===== src/rtl/imem_loader_if.sv =====
`default_nettype none
// ============================================================================
// Module   : imem_loader_if
// Brief    : Host byte stream (valid/ready) plus instruction-memory write port
//            used by the program loader.
// Revision : 1.0  initial release
// ============================================================================
interface imem_loader_if #(
    parameter int AW = 8,
    parameter int IW = 16
);
    logic          in_valid;
    logic [7:0]    in_data;
    logic          in_ready;
    logic          im_wen;
    logic [AW-1:0] im_addr;
    logic [IW-1:0] im_wdata;

    // Host side: drives bytes, observes the memory write port
    modport master (
        output in_valid,
        output in_data,
        input  in_ready,
        input  im_wen,
        input  im_addr,
        input  im_wdata
    );

    // Loader side: consumes bytes, owns the memory write port
    modport slave (
        input  in_valid,
        input  in_data,
        output in_ready,
        output im_wen,
        output im_addr,
        output im_wdata
    );
endinterface
`default_nettype wire


===== src/rtl/imem_loader.sv =====
`default_nettype none
// ============================================================================
// Module   : imem_loader
// Brief    : Receives a length-prefixed, XOR-checksummed byte frame, writes
//            16-bit words into instruction memory from address 0 upward and
//            releases the core from hold on a good checksum.
// Revision : 1.0  initial release
// ============================================================================
module imem_loader #(
    parameter int AW = 8,
    parameter int IW = 16
) (
    input  wire logic     clk,
    input  wire logic     rst,
    input  wire logic     start,
    imem_loader_if.slave  bus,
    output logic          cpu_hold,
    output logic          busy,
    output logic          done,
    output logic          err
);

    localparam logic [3:0] c_ST_IDLE    = 4'd0;
    localparam logic [3:0] c_ST_LEN_HI  = 4'd1;
    localparam logic [3:0] c_ST_LEN_LO  = 4'd2;
    localparam logic [3:0] c_ST_DATA_HI = 4'd3;
    localparam logic [3:0] c_ST_DATA_LO = 4'd4;
    localparam logic [3:0] c_ST_WRITE   = 4'd5;
    localparam logic [3:0] c_ST_CHK     = 4'd6;
    localparam logic [3:0] c_ST_DONE    = 4'd7;
    localparam logic [3:0] c_ST_ERR     = 4'd8;

    // Largest word count that fits the memory; compared 17 bits wide so that
    // a 16-bit length of 2^AW is representable.
    localparam logic [16:0] c_DEPTH   = 17'(2 ** AW);
    localparam logic [AW-1:0] c_ADDR_ONE = AW'(1);

    logic [3:0]    r_state;
    logic [3:0]    w_next;
    logic [15:0]   r_len;
    logic [15:0]   r_cnt;
    logic [AW-1:0] r_addr;
    logic [7:0]    r_hi;
    logic [7:0]    r_chk;
    logic [IW-1:0] r_wdata;

    logic          w_accept;
    logic          w_start_ok;
    logic [15:0]   w_len_full;
    logic          w_len_over;

    assign w_accept   = bus.in_valid & bus.in_ready;
    // start only takes effect when no session is running
    assign w_start_ok = start & ((r_state == c_ST_IDLE) | (r_state == c_ST_DONE) |
                                 (r_state == c_ST_ERR));
    assign w_len_full = {r_len[15:8], bus.in_data};
    assign w_len_over = {1'b0, w_len_full} > c_DEPTH;

    // State register
    always_ff @(posedge clk) begin
        if (!rst) begin
            r_state <= c_ST_IDLE;
        end else begin
            r_state <= w_next;
        end
    end

    // Next-state decode
    always_comb begin
        w_next = r_state;
        case (r_state)
            c_ST_IDLE, c_ST_DONE, c_ST_ERR: begin
                if (start) w_next = c_ST_LEN_HI;
            end
            c_ST_LEN_HI: begin
                if (w_accept) w_next = c_ST_LEN_LO;
            end
            c_ST_LEN_LO: begin
                if (w_accept) begin
                    if (w_len_over)             w_next = c_ST_ERR;
                    else if (w_len_full == '0)  w_next = c_ST_CHK;
                    else                        w_next = c_ST_DATA_HI;
                end
            end
            c_ST_DATA_HI: begin
                if (w_accept) w_next = c_ST_DATA_LO;
            end
            c_ST_DATA_LO: begin
                if (w_accept) w_next = c_ST_WRITE;
            end
            c_ST_WRITE: begin
                if ((r_cnt + 16'd1) == r_len) w_next = c_ST_CHK;
                else                          w_next = c_ST_DATA_HI;
            end
            c_ST_CHK: begin
                if (w_accept) begin
                    if (bus.in_data == r_chk) w_next = c_ST_DONE;
                    else                      w_next = c_ST_ERR;
                end
            end
            default: w_next = c_ST_IDLE;
        endcase
    end

    // Length, word counter, address, checksum and word assembly
    always_ff @(posedge clk) begin
        if (!rst) begin
            r_len   <= '0;
            r_cnt   <= '0;
            r_addr  <= '0;
            r_hi    <= '0;
            r_chk   <= '0;
            r_wdata <= '0;
        end else if (w_start_ok) begin
            r_len  <= '0;
            r_cnt  <= '0;
            r_addr <= '0;
            r_chk  <= '0;
        end else begin
            case (r_state)
                c_ST_LEN_HI: if (w_accept) begin
                    r_len[15:8] <= bus.in_data;
                    r_chk       <= r_chk ^ bus.in_data;
                end
                c_ST_LEN_LO: if (w_accept) begin
                    r_len[7:0] <= bus.in_data;
                    r_chk      <= r_chk ^ bus.in_data;
                end
                c_ST_DATA_HI: if (w_accept) begin
                    r_hi  <= bus.in_data;
                    r_chk <= r_chk ^ bus.in_data;
                end
                c_ST_DATA_LO: if (w_accept) begin
                    r_wdata <= IW'({r_hi, bus.in_data});
                    r_chk   <= r_chk ^ bus.in_data;
                end
                c_ST_WRITE: begin
                    r_addr <= r_addr + c_ADDR_ONE;
                    r_cnt  <= r_cnt + 16'd1;
                end
                default: ;
            endcase
        end
    end

    // Outputs are pure decodes of the registered state
    assign bus.in_ready = (r_state == c_ST_LEN_HI)  | (r_state == c_ST_LEN_LO) |
                          (r_state == c_ST_DATA_HI) | (r_state == c_ST_DATA_LO) |
                          (r_state == c_ST_CHK);
    assign bus.im_wen   = (r_state == c_ST_WRITE);
    assign bus.im_addr  = r_addr;
    assign bus.im_wdata = r_wdata;
    assign busy         = bus.in_ready | (r_state == c_ST_WRITE);
    assign cpu_hold     = (r_state != c_ST_DONE);
    assign done         = (r_state == c_ST_DONE);
    assign err          = (r_state == c_ST_ERR);

endmodule
`default_nettype wire


===== src/flat_wrapper.sv =====
// flat-port wrapper written by rule: the top's interface ports become plain ports
module imem_loader_flat 
#(
    parameter int AW = 8,
    parameter int IW = 16
)
  (clk, rst, start, cpu_hold, busy, done, err, bus_in_valid, bus_in_data, bus_in_ready, bus_im_wen, bus_im_addr, bus_im_wdata);
  imem_loader_if #(.AW(AW), .IW(IW)) bus_i ();
  input  wire logic clk;
  input  wire logic rst;
  input  wire logic start;
  output logic cpu_hold;
  output logic busy;
  output logic done;
  output logic err;
  input wire logic [$bits(bus_i.in_valid)-1:0] bus_in_valid;
  input wire logic [$bits(bus_i.in_data)-1:0] bus_in_data;
  output wire logic [$bits(bus_i.in_ready)-1:0] bus_in_ready;
  output wire logic [$bits(bus_i.im_wen)-1:0] bus_im_wen;
  output wire logic [$bits(bus_i.im_addr)-1:0] bus_im_addr;
  output wire logic [$bits(bus_i.im_wdata)-1:0] bus_im_wdata;
  assign bus_i.in_valid = bus_in_valid;
  assign bus_i.in_data = bus_in_data;
  assign bus_in_ready = bus_i.in_ready;
  assign bus_im_wen = bus_i.im_wen;
  assign bus_im_addr = bus_i.im_addr;
  assign bus_im_wdata = bus_i.im_wdata;
  imem_loader #(.AW(AW), .IW(IW)) u_core (.clk(clk), .rst(rst), .start(start), .bus(bus_i), .cpu_hold(cpu_hold), .busy(busy), .done(done), .err(err));
endmodule

===== config.mk =====
export PLATFORM = sky130hd
export DESIGN_NAME = imem_loader_flat
export DESIGN_NICKNAME = d
export VERILOG_FILES = /design/src/rtl/imem_loader_if.sv /design/src/rtl/imem_loader.sv /design/src/flat_wrapper.sv
export SDC_FILE = /design/constraint.sdc
export NUM_CORES = 1
export LEC_CHECK = 0
export CORE_MARGIN = 10
export CORE_UTILIZATION = 55
export CTS_BUF_LIST = sky130_fd_sc_hd__clkbuf_8
export CTS_CLUSTER_DIAMETER = 40
export DETAILED_ROUTE_END_ITERATION = 7
export PLACE_DENSITY = 0.78
export SLEW_MARGIN = 0
export SYNTH_ARGS = -nofsm -noshare
export SYNTH_HDL_FRONTEND = slang
export SYNTH_SLANG_ARGS = --single-unit

===== constraint.sdc =====
create_clock -name clk -period 3.5 [get_ports clk]
set_input_delay 1.05 -clock clk [delete_from_list [all_inputs] [get_ports clk]]
set_output_delay 1.05 -clock clk [all_outputs]
set_load 0.05 [all_outputs]

==> results.cfg <==
[placed_design]
port_buffers = 41
hpwl_mm = 5.96
place_congestion = 0.891
dp_cells = 539
pre_cts_slack_ps = 453

[die]
die_w_um = 103
die_y_um = 103
core_area_sq_um = 6760
pin_count = 42
start_util = 0.565
rows = 30
dieArea_sq_um = 10700

[hold_path]
min_from = u_core.bus.im_wdata[12]
whs_path_depth = 2
hold-path-endpoint = u_core.bus.im_wdata[12]
hold_path_class = reg2reg

[critical_path]
timing.rr.end = u_core.r_state[0]
critPathBufInv = 1
path_cells = nor3_1, a211oi_1, clkdlybuf4s50_1
r2r_setup_slack_ps = 910
critical_path_class = reg2out
slowest_stage = clkdlybuf4s50_1
cp.arrival_ps = 2200
crit_family = buffers and inverters
start_kind = flop
end_kind = output port
ff2ff_path_depth = 8
r2r-start = u_core.r_cnt[0]
crit_required_ps = 2450
cp_max_fo = 16
slowest_delay_ps = 860

[yosys]
yosysSeqAreaShare = 0.399
yosysWarnings = 0
synth_edf_count = 0
ys_ff_latch = 76
synthTopCellsByArea = dfxtp_1 40%, xor2_1 7.3%, mux2i_1 6.6%, nand2_1 6.3%, nor2_1 6.0%
syn_nets = 459
syn_inst = 445
syn-cell-area_sq_um = 3810
synth_top_area_frac = 0.399
synth_ff_type = dfxtp_1
synthDistinctLibCells = 51
async_reset_ff_frac = 0
yosysTopAreaCell = dfxtp_1
syn_area_per_cell_sq_um = 8.57

[final_layout]
fin_cells = 555
mostFrequentLayoutCells = 76 x dfxtp_1, 64 x nand2_1, 61 x nor2_1
final_common_cell = dfxtp_1
drive_gt1_frac = 0.0653
area_growth_syn_to_layout_pct = 14.4
n_antenna_cell = 0
fin_nets = 484

[detailed_routing]
route.met2.wl_mm = 3.99
wl_per_cell_um = 14.8
vias = 3092
drt_wl_total_mm = 8.23
wl_met3_um = 548
drt_first_pass_iters = 5
viasPerCell = 5.57
drc = 0
first_iter_violations = 177
routedLengthMet1_mm = 3.61
ant_nets = 0
maxUsedRoutingLayer = met4

[timing]
setup_ws_ps = 247
fmax_ghz = 0.307
slew_headroom = 0.582
hold_viol = 0
rsz0062_at_grt = false
post-route-min-period_ps = 3250
worst_pin_slew_ps = 625
period_share = 0.929
fin_worst_skew_ps = 4.67
final.setup.tns_ps = 0
slew_violations = 0
setup_violations = 0

[clock_network]
cts_buffer_depth = 2
numClockSinks = 76
cts_tree = done
clkTransAtPathRegs_ps = 70
h-tree-depth = 3
post-cts-setup-buffers = 0
clock_latency_ps = 340
root_buffer = clkbuf_8
cts_inserted_buffers = 9

[power]
p_per_area_nw_per_um2 = 472
p_leak_nw = 1.64
power_mw = 2.06
peakVddDrop_mv = 0.308

[grt]
overflow = 0
first_global_vias = 2990
grt_pass1_wl_mm = 13.9
antenna_found_initial = 0
track_usage = 0.163
grt_max_degree = 49

[job]
maxCapViolations = 0

[outcome]
status = complete, no violations
kinds of logic (layout without fill, tap and decap cells):
family	after synthesis	in the layout	share of synthesized area
XOR/XNOR	58	58	0.133
multiplexers	25	25	0.0656
buffers and inverters	37	67	0.0544
adder cells (fa/ha/maj)	2	2	0.00656
AO/OA/AOI/OAI	52	52	0.0974
AND/OR/NAND/NOR	195	195	0.244
flip-flops	76	76	0.399
cell usage after synthesis (all sizes together) (2+ instances only):
master   n
nor3b    2
or2      2
a21boi  18
o21ai    9
inv      4
nand3   16
nor2    63
buf      6
a21oi    8
nor2b   13
nor3     6
a32oi    2
nor4     3
ha       2
xnor2   26
o22ai    2
or4      2
nand4   11
and3     5
xor2    32
clkbuf  26
mux2i   25
or3      3
o211ai   2
o41ai    2
dfxtp   76
nand2   64
tightest hold or removal path, delay by kind of cell, from the launching register on:
| kind | cells | cell delay, ps |
|---|---|---|
| flops | 1 | 310 |
| compound gates | 1 | 60 |
| simple gates | 1 | 40 |
how the worst max path moves through the flow:
stage | depth (start not counted) | startpoint | to
floorplan | 5 | u_core.r_state[0] | busy
global placement | 8 | bus_in_data[6] | u_core.r_state[0]
detailed placement | 8 | bus_in_data[6] | u_core.r_state[3]
CTS | 4 | u_core.r_state[2] | done
global route | 3 | u_core.r_state[0] | bus_in_ready
finish | 3 | u_core.r_state[0] | bus_in_ready
metrics by stage:
step | hold slack (ps) | utilization | cell area [sq um]
4_1_cts | 465 | 0.645 | 4360
3_5_place_dp | 455 | 0.621 | 4200
2_1_floorplan | 441 | - | 3810
3_3_place_gp | 450 | 0.621 | 4200
6_report | 459 | 0.646 | 4360
5_1_grt | 482 | 0.646 | 4360
report_power, final:
group | switching, mW | internal [mW] | total (mW)
clock network | 0.299 | 0.264 | 0.563
registers | 0.0607 | 0.907 | 0.967
logic | 0.309 | 0.219 | 0.528
total | 0.668 | 1.39 | 2.06
flip-flops by register name (all words and copies together) (netlist names):
register	flops
u_core.bus.im_wdata	16
u_core.r_cnt	16
u_core.r_len	16
u_core.bus.im_addr	8
u_core.r_chk	8
u_core.r_hi	8
u_core.r_state	4
per-layer routing:
metal	global-route usage	vias up
met3	0.0551	8
met4	0.0727	0
li1	-	1536
met2	0.262	77
met5	0	-
met1	0.193	1471
final cells by class:
type,count,area [sq um]
clock inverters,6,25.0
clock buffers,10,138
multi-input cells,332,2090
inverters,4,15.0
repair buffers,47,478
fillers,580,2390
well taps,80,100
flip-flops and latches,76,1520
repair_timing:
action,CTS,global route
setup endpoints to repair,0,1
resized for setup,0,1
hold buffers,0,0
(Power assumes the default switching activity.)
